[src/rtl/serial_addac_if.sv]
// Parallel-side handshake bus of the serial add/accumulate controller.
// The host starts an operation through master and collects the result.
interface serial_addac_if #(
    parameter int WIDTH = 8
);
    logic             start;
    logic [WIDTH-1:0] operand;
    logic [1:0]       op;
    logic             busy;
    logic             done;
    logic [WIDTH-1:0] result;
    logic             carry_out;

    modport master (
        output start, operand, op,
        input  busy, done, result, carry_out
    );

    modport slave (
        input  start, operand, op,
        output busy, done, result, carry_out
    );
endinterface

[src/rtl/serial_addac_ctrl.sv]
// Parallel-side controller for the bit-serial add/accumulate datapath.
// Shifts a captured operand out LSB first, gathers the returned sum bits
// (one cycle behind) plus the final carry, then pulses done.
module serial_addac_ctrl #(
    parameter int WIDTH = 8
) (
    input  logic           clk,
    input  logic           rst,
    serial_addac_if.slave  host,
    output logic           ser_a,
    output logic           ser_sel0,
    output logic           ser_sel1,
    output logic           ser_acc,
    output logic           ser_first,
    input  logic           ser_y,
    input  logic           ser_cout
);
    localparam int CW = $clog2(WIDTH);

    typedef enum logic [1:0] {
        IDLE,
        SHIFT,
        DRAIN,
        DONE
    } state_t;

    state_t           state;
    state_t           state_nxt;
    logic [CW-1:0]    cnt;
    logic [WIDTH-1:0] opnd_reg;
    logic [1:0]       op_reg;
    logic [WIDTH-1:0] result_reg;
    logic             carry_reg;
    logic             accept;
    logic             last_bit;
    logic             busy;
    logic             done;

    assign last_bit       = (cnt == CW'(WIDTH - 1));
    assign host.busy      = busy;
    assign host.done      = done;
    assign host.result    = result_reg;
    assign host.carry_out = carry_reg;

    // Next-state and Moore outputs; serial outputs are only live in SHIFT.
    always_comb begin
        state_nxt = state;
        accept    = 1'b0;
        busy      = 1'b0;
        done      = 1'b0;
        ser_a     = 1'b0;
        ser_sel0  = 1'b0;
        ser_sel1  = 1'b0;
        ser_acc   = 1'b0;
        ser_first = 1'b0;
        case (state)
            IDLE: begin
                if (host.start) begin
                    accept    = 1'b1;
                    state_nxt = SHIFT;
                end
            end
            SHIFT: begin
                busy      = 1'b1;
                ser_a     = opnd_reg[cnt];
                ser_sel0  = op_reg[0];
                ser_sel1  = op_reg[1];
                ser_acc   = 1'b1;
                ser_first = (cnt == '0);
                if (last_bit) begin
                    state_nxt = DRAIN;
                end
            end
            DRAIN: begin
                busy      = 1'b1;
                state_nxt = DONE;
            end
            DONE: begin
                done = 1'b1;
                // A start here chains straight into the next operation.
                if (host.start) begin
                    accept    = 1'b1;
                    state_nxt = SHIFT;
                end else begin
                    state_nxt = IDLE;
                end
            end
            default: state_nxt = IDLE;
        endcase
    end

    // State register.
    always_ff @(posedge clk) begin
        if (rst) begin
            state <= IDLE;
        end else begin
            state <= state_nxt;
        end
    end

    // Operand capture, bit counter and bit-indexed result collection.
    // ser_y lags ser_a by one cycle, so SHIFT cnt=k captures bit k-1 and
    // DRAIN captures the MSB together with the carry.
    always_ff @(posedge clk) begin
        if (rst) begin
            cnt        <= '0;
            opnd_reg   <= '0;
            op_reg     <= '0;
            result_reg <= '0;
            carry_reg  <= 1'b0;
        end else if (accept) begin
            cnt        <= '0;
            opnd_reg   <= host.operand;
            op_reg     <= host.op;
            result_reg <= '0;
        end else begin
            case (state)
                SHIFT: begin
                    if (cnt != '0) begin
                        result_reg[cnt - CW'(1)] <= ser_y;
                    end
                    if (!last_bit) begin
                        cnt <= cnt + CW'(1);
                    end
                end
                DRAIN: begin
                    result_reg[WIDTH-1] <= ser_y;
                    carry_reg           <= ser_cout;
                end
                default: ;
            endcase
        end
    end
endmodule

[src/flat_wrapper.sv]
// flat-port wrapper written by rule: the top's interface ports become plain ports
module serial_addac_ctrl_flat 
#(
    parameter int WIDTH = 8
)
  (clk, rst, ser_a, ser_sel0, ser_sel1, ser_acc, ser_first, ser_y, ser_cout, host_start, host_operand, host_op, host_busy, host_done, host_result, host_carry_out);
  serial_addac_if #(.WIDTH(WIDTH)) host_i ();
  input  logic clk;
  input  logic rst;
  output logic ser_a;
  output logic ser_sel0;
  output logic ser_sel1;
  output logic ser_acc;
  output logic ser_first;
  input  logic ser_y;
  input  logic ser_cout;
  input wire logic [$bits(host_i.start)-1:0] host_start;
  input wire logic [$bits(host_i.operand)-1:0] host_operand;
  input wire logic [$bits(host_i.op)-1:0] host_op;
  output wire logic [$bits(host_i.busy)-1:0] host_busy;
  output wire logic [$bits(host_i.done)-1:0] host_done;
  output wire logic [$bits(host_i.result)-1:0] host_result;
  output wire logic [$bits(host_i.carry_out)-1:0] host_carry_out;
  assign host_i.start = host_start;
  assign host_i.operand = host_operand;
  assign host_i.op = host_op;
  assign host_busy = host_i.busy;
  assign host_done = host_i.done;
  assign host_result = host_i.result;
  assign host_carry_out = host_i.carry_out;
  serial_addac_ctrl #(.WIDTH(WIDTH)) u_core (.clk(clk), .rst(rst), .host(host_i), .ser_a(ser_a), .ser_sel0(ser_sel0), .ser_sel1(ser_sel1), .ser_acc(ser_acc), .ser_first(ser_first), .ser_y(ser_y), .ser_cout(ser_cout));
endmodule
[config.mk]
export PLATFORM = sky130hd
export DESIGN_NAME = serial_addac_ctrl_flat
export DESIGN_NICKNAME = d
export VERILOG_FILES = /design/src/rtl/serial_addac_if.sv /design/src/rtl/serial_addac_ctrl.sv /design/src/flat_wrapper.sv
export SDC_FILE = /design/constraint.sdc
export NUM_CORES = 1
export LEC_CHECK = 0
export BUFFER_PORTS_ARGS = -buffer_cell sky130_fd_sc_hd__buf_2
export CORE_MARGIN = 5
export CORE_UTILIZATION = 25
export DETAILED_ROUTE_END_ITERATION = 8
export MAX_ROUTING_LAYER = met4
export PLACE_DENSITY = 0.42
export SETUP_SLACK_MARGIN = 0.05
export SYNTH_ARGS = -nofsm -noshare
export SYNTH_HDL_FRONTEND = slang
export SYNTH_SLANG_ARGS = --single-unit
[constraint.sdc]
create_clock -name clk -period 2.7 [get_ports clk]
set_clock_uncertainty 0.15 [all_clocks]
set_input_delay 0.135 -clock clk [delete_from_list [all_inputs] [get_ports clk]]
set_output_delay 0.135 -clock clk [all_outputs]
set_load 0.005 [all_outputs]
==> out/qor.yml, run 1 <==
timing:
  relSlewSlack_pct: 49.9
  post-route-min-period_ns: 1.96
  tns_ns: 0
  setup_ws_ns: 0.736
  fmax_ghz: 0.509
  setup_violations: 0
  rsz0062_at_grt: "no"
  worstMarginPinSlew_ns: 0.750
  finalCritPeriodShare_pct: 72.7
  hold_viol: 0
  slew_viol_final: 0
outcome:
  status: "finished clean"
clock_tree:
  cts.sinks: 24
  cts_buffers: 3
  post_cts_buffers: 0
  cts_resized: 0
  cts_tree: "yes"
  worstSkewPairLatency_ns: 0.27
  cts-root-buf: "clkbuf_8"
  htree_levels: 1
  cts_buffer_depth: 2
  cts_hold_buf: 12
  clkTransAtPathRegs_ns: 0.09
placement:
  gp_congestion: 0.756
  port_buffers: 30
  placed_area_um2: 1460
  dp.cells: 232
  place_ws_ns: 0.799
  hpwl_mm: 2.32
logic_synthesis:
  ys_async_sr_fraction_pct: 0
  synth-edff-count: 0
  syn-num-nets: 164
  yosysSeqAreaShare_pct: 38.3
  syn_inst: 140
  ys.flop_type: "dfxtp_1"
  syn_area_um2: 1250
  ys_ff_latch: 24
  synth.avg_cell_area_um2: 8.96
  ys_types: 34
  yosysWarnings: 0
power:
  total_power_uw: 1250
  p_per_area_nw_per_um2: 769
  power.leakage_uw: 0.000697
  vdd_drop_max_mv: 0.415
drt:
  drc: 0
  wl_mm: 3.00
  routedWlPerCell_um: 12.1
  wl_met1_mm: 1.43
  vias_per_cell: 4.36
  drtIter0Drc: 45
  ant_nets: 0
  vias: 1081
  firstDrtPassIters: 4
  highest_layer: "met4"
  wl_met3_um: 164
  met2_length_mm: 1.39
critical_path:
  crit_chain: "inv_1 -> ha_1 -> nor2b_1 -> and2_2 -> buf_2"
  crit_family: "flip-flops"
  startpoint: "u_core.cnt[0]"
  arrival_ns: 1.68
  regToRegSetupSlack_ns: 0.77
  crit_slowest_cell: "dfxtp_1"
  worstSetupEndpoint: "ser_first"
  required_ns: 2.41
  r2r_end: "u_core.opnd_reg[5]"
  critPathMaxFanout: 9
  reg2reg_depth: 5
  setup.worst_path.end_class: "output pin"
  r2r_start: "u_core.state[1]"
  worstSetupPathType: "register to output pin"
  crit_buf_inv: 2
  start_kind: "register"
  crit_cells: 5
  slowest_delay_ns: 0.56
finish:
  design_area_um2: 1630
  fin_cells: 248
  drive_gt1_share_pct: 26.0
  area_growth_pct: 30.2
  fin_nets: 206
  fillCellCount: 512
  diodes: 0
floorplan:
  dieHeight_um: 80.8
  rows: 25
  start_util_pct: 26.2
  coreArea_um2: 4790
  die_area_um2: 6530
  die_w_um: 80.8
  ios: 31
global_routing:
  grt_overflow: 0
  grt_max_degree: 15
  grt_antenna_before_repair: 0
  first_global_vias: 1028
  track_usage_pct: 10.2
  grt_pass1_wl_mm: 5.01
run:
  drv_cap: 0
min_path:
  hold_class: "primary input to register"
-- final cells by class --
cell class              count  area [µm²]  area share [%]
well taps                  67        83.8            5.13
clock buffers               4        55.1            3.37
multi-input cells         105         717            43.9
repair buffers             43         278            17.0
inverters                   5        18.8            1.15
flip-flops and latches     24         480            29.4
-- where the power goes --
| part | leakage [µW] | switching [µW] | total (µW) | internal, µW |
|---|---|---|---|---|
| Sequential | 0.000195 | 47.5 | 458 | 411 |
| Clock | 0.0000288 | 116 | 246 | 130 |
| Combinational | 0.000473 | 300 | 551 | 250 |
| Total | 0.000697 | 464 | 1250 | 791 |
-- metrics by stage --
| step | hold slack [ns] | utilization (%) |
|---|---|---|
| 2_1_floorplan | 0.0529 | - |
| 6_report | 0.0697 | 34.1 |
| 4_1_cts | 0.0620 | 34.1 |
| 5_1_grt | 0.0720 | 34.1 |
| 3_5_place_dp | 0.233 | 30.5 |
| 3_3_place_gp | 0.227 | 30.5 |
-- logic make-up after synthesis --
group | count (synthesis) | synth area share (%)
adders and majority gates | 9 | 8.98
buffers and inverters | 11 | 4.49
muxes | 11 | 10.8
DFF | 24 | 38.3
AOI/OAI and AO/OA | 23 | 11.0
and+or+nand+nor | 60 | 25.0
xor gates and xnor gates | 2 | 1.40
-- worst min-delay path by stage --
| stage | start | end | cells after the start |
|---|---|---|---|
| after floorplan | rst | u_core.state[0] | 1 |
| after global placement | host_operand[6] | u_core.opnd_reg[6] | 3 |
| after detailed placement | host_operand[3] | u_core.opnd_reg[3] | 3 |
| after CTS | rst | u_core.host.carry_out | 2 |
| after global routing | rst | u_core.host.carry_out | 2 |
| final | rst | u_core.host.carry_out | 2 |
-- routing by layer --
| layer | track usage, % | vias to the layer above |
|---|---|---|
| li1 | - | 562 |
| met1 | 13.3 | 493 |
| met2 | 15.5 | 24 |
| met3 | 2.99 | 2 |
| met4 | 2.53 | 0 |
| met5 | - | - |
-- worst reg2reg max path, stage by stage (launching register included) --
cell,delay (ns)
dfxtp_1,0.40
inv_1,0.11
ha_1,0.33
nor2b_1,0.60
nand2_1,0.13
a21oi_1,0.15
-- placed cells by master (no fill, tap or decap) --
master | netlist | final
buf_2 | 2 | 30
nand2_1 | 27 | 27
dfxtp_1 | 24 | 24
a21oi_1 | 13 | 13
dlygate4sd3_1 | 0 | 12
nand3_1 | 9 | 9
mux2i_1 | 9 | 9
ha_1 | 9 | 9
o21ai_0 | 6 | 6
inv_1 | 4 | 4
nor2b_1 | 4 | 4
nor2_1 | 4 | 4
clkbuf_8 | 0 | 4
and2_2 | 3 | 3
mux4_2 | 2 | 2
xnor2_1 | 2 | 2
nor3_1 | 2 | 2
nor3b_1 | 2 | 2
a21boi_2 | 1 | 1
clkinv_1 | 1 | 1
nand2b_1 | 1 | 1
nand3b_1 | 1 | 1
nor2b_4 | 1 | 1
or2b_1 | 1 | 1
or2b_2 | 1 | 1
and3_2 | 1 | 1
and3b_2 | 1 | 1
a211oi_1 | 1 | 1
o31a_1 | 1 | 1
a311oi_2 | 1 | 1
and2_1 | 1 | 1
nor3b_2 | 1 | 1
buf_4 | 1 | 1
-- synth_stat cells (2+ instances only) --
| cell type | count | area share [%] |
|---|---|---|
| nor2b_1 | 4 | 2.0 |
| ha_1 | 9 | 9.0 |
| nor3_1 | 2 | 0.80 |
| dfxtp_1 | 24 | 38 |
| nor3b_1 | 2 | 1.2 |
| nand2_1 | 27 | 8.1 |
| mux2i_1 | 9 | 7.2 |
| xnor2_1 | 2 | 1.4 |
| mux4_2 | 2 | 3.6 |
| inv_1 | 4 | 1.2 |
| nand3_1 | 9 | 3.6 |
| o21ai_0 | 6 | 2.4 |
| a21oi_1 | 13 | 5.2 |
| and2_2 | 3 | 1.8 |
| buf_2 | 2 | 0.80 |
| nor2_1 | 4 | 1.2 |
No activity file was read; power rests on OpenSTA's default activity.
==> inputs of run 2 (changes only) <==
--- a/config.mk
+++ b/config.mk
@@ -10,7 +10,7 @@
 export CORE_UTILIZATION = 25
 export DETAILED_ROUTE_END_ITERATION = 8
 export MAX_ROUTING_LAYER = met4
-export PLACE_DENSITY = 0.42
+export PLACE_DENSITY = 0.43
 export SETUP_SLACK_MARGIN = 0.05
 export SYNTH_ARGS = -nofsm -noshare
 export SYNTH_HDL_FRONTEND = slang
==> constraint.sdc (replaced) <==
create_clock -name clk -period 1.6 [get_ports clk]
set_clock_uncertainty 0.15 [all_clocks]
set_input_delay 0.08 -clock clk [delete_from_list [all_inputs] [get_ports clk]]
set_output_delay 0.08 -clock clk [all_outputs]
set_load 0.005 [all_outputs]
==> out/qor.yml, run 2 (same netlist as run 1, synthesis figures left out) <==
outcome:
  status: "finished, violations left"
  violations: "negative setup slack"
finish:
  area_growth_pct: 53.0
  drive_gt1_share_pct: 44.4
  layout_commonest_cell: "buf_2"
  most-common-layout-cells: "buf_2, nand2_1, dfxtp_1"
  fillCellCount: 499
  seq_area_um2: 490
  fin_nets: 224
  diodes: 0
  multi_input_comb_area_um2: 836
  design_area_um2: 1920
clock_tree:
  clkTransAtPathRegs_ns: 0.08
  htree_levels: 1
  cts_tree: "yes"
  cts_buffers: 3
  cts-root-buf: "clkbuf_8"
  cts_buffer_depth: 2
  worstSkewPairLatency_ns: 0.26
  cts.sinks: 24
drt:
  highest_layer: "met4"
  ant_nets: 0
  wl_mm: 3.28
  vias: 1141
  routedWlPerCell_um: 12.4
  vias_per_cell: 4.31
  drc: 0
  met2_length_mm: 1.61
  firstDrtPassIters: 6
  drtIter0Drc: 36
  wl_met3_um: 122
  wl_met1_mm: 1.51
timing:
  setup_ws_ns: -0.121
  setup_violations: 2
  worstMarginPinSlew_ns: 0.291
  fmax_ghz: 0.581
  hold_viol: 0
  finalCritPeriodShare_pct: 108
  slew_viol_final: 0
  post-route-min-period_ns: 1.72
  relSlewSlack_pct: 80.6
  rsz0062_at_grt: "yes"
global_routing:
  first_global_vias: 1184
  grt_overflow: 0
  grt_pass1_wl_mm: 5.51
  track_usage_pct: 11.2
  grt_antenna_before_repair: 0
  grt_max_degree: 15
min_path:
  hold_depth: 2
  hp-start: "rst"
  hold_class: "primary input to register"
floorplan:
  coreArea_um2: 4790
  ios: 31
  die_w_um: 80.8
  rows: 25
  die_area_um2: 6530
  dieHeight_um: 80.8
  start_util_pct: 26.2
placement:
  port_buffers: 30
  hpwl_mm: 2.37
  placed_area_um2: 1560
  gp_congestion: 0.742
critical_path:
  reg2reg_depth: 5
  required_ns: 1.37
  start_kind: "register"
  r2r_start: "u_core.cnt[0]"
  setup.worst_path.end_class: "output pin"
  worstSetupPathType: "register to output pin"
  arrival_ns: 1.49
  critPathMaxFanout: 4
  startpoint: "u_core.cnt[0]"
power:
  total_power_uw: 2630
  power.leakage_uw: 0.000829
  p_per_area_nw_per_um2: 1370
  vdd_drop_max_mv: 0.658
run:
  drv_cap: 0
==> run 2: cell count changes in the layout (fill, tap and decap cells not counted), moves of 3 or more <==
cell and delta:
inv_1 -3, ha_1 -5, o21ai_0 -4, dfxtp_1 -4, ha_4 +4, o21ai_1 +4
buf_4 +12, buf_6 +8, inv_2 +3
==> run 2: worst max-delay path: stages (launching register included) <==
cell	delay, ns
dfxtp_4	0.38
buf_6	0.10
mux4_2	0.50
nand2_2	0.08
a21boi_2	0.05
buf_2	0.12
==> run 2: path summary, 6_finish.rpt <==
path / end / slack, ns
worst max register to register: u_core.host.result[1] / 0.03
worst min-delay path: u_core.host.carry_out / 0.02
worst max-delay path: ser_a / -0.12
worst min register to register: u_core.op_reg[1] / 0.31
==> run 2: power by group <==
group | total [µW] | internal (µW) | switching (µW) | leakage, µW
combinational | 1500 | 822 | 682 | 0.000610
sequential | 771 | 709 | 62.5 | 0.000198
clock | 359 | 168 | 190 | 0.0000216
total | 2630 | 1700 | 935 | 0.000829
==> run 2: stage by stage <==
| stage | setup WS, ns | util [%] | TNS [ns] | hold WS (ns) | cells |
|---|---|---|---|---|---|
| final | -0.121 | 40.1 | -0.148 | 0.0175 | 265 |
| after CTS | -0.133 | 38.8 | -0.133 | 0.0147 | 264 |
| after global routing | -0.173 | 40.1 | -0.367 | 0.0412 | 265 |
| after detailed placement | -0.0560 | 32.5 | -0.0964 | 0.177 | 245 |
| after floorplan | -0.0126 | - | -0.104 | -0.00214 | 140 |
| after global placement | -0.0147 | 32.5 | -0.0338 | 0.172 | 245 |
==> run 2: cell type report <==
class                      count  area share (%)
clock buffer                   3            2.15
inverter                       5           0.978
multi-input combinational    105            43.6
sequential                    24            25.6
tap                           67            4.37
timing repair buffer          61            23.4
==> run 2: routing by layer <==
| metal | up-vias | track usage [%] |
|---|---|---|
| li1 | 590 | - |
| met1 | 523 | 13.6 |
| met2 | 24 | 18.6 |
| met3 | 4 | 2.00 |
| met4 | 0 | 3.55 |
| met5 | - | - |
==> run 2: repair_timing <==
action	4_1_cts	5_1_grt
endpoints found under the setup margin	22	22
endpoints found under the hold margin	12	0
resized for setup	35	12
hold buffers	12	0
pin swaps	4	2
setup buffers	3	1
gates cloned	1	0
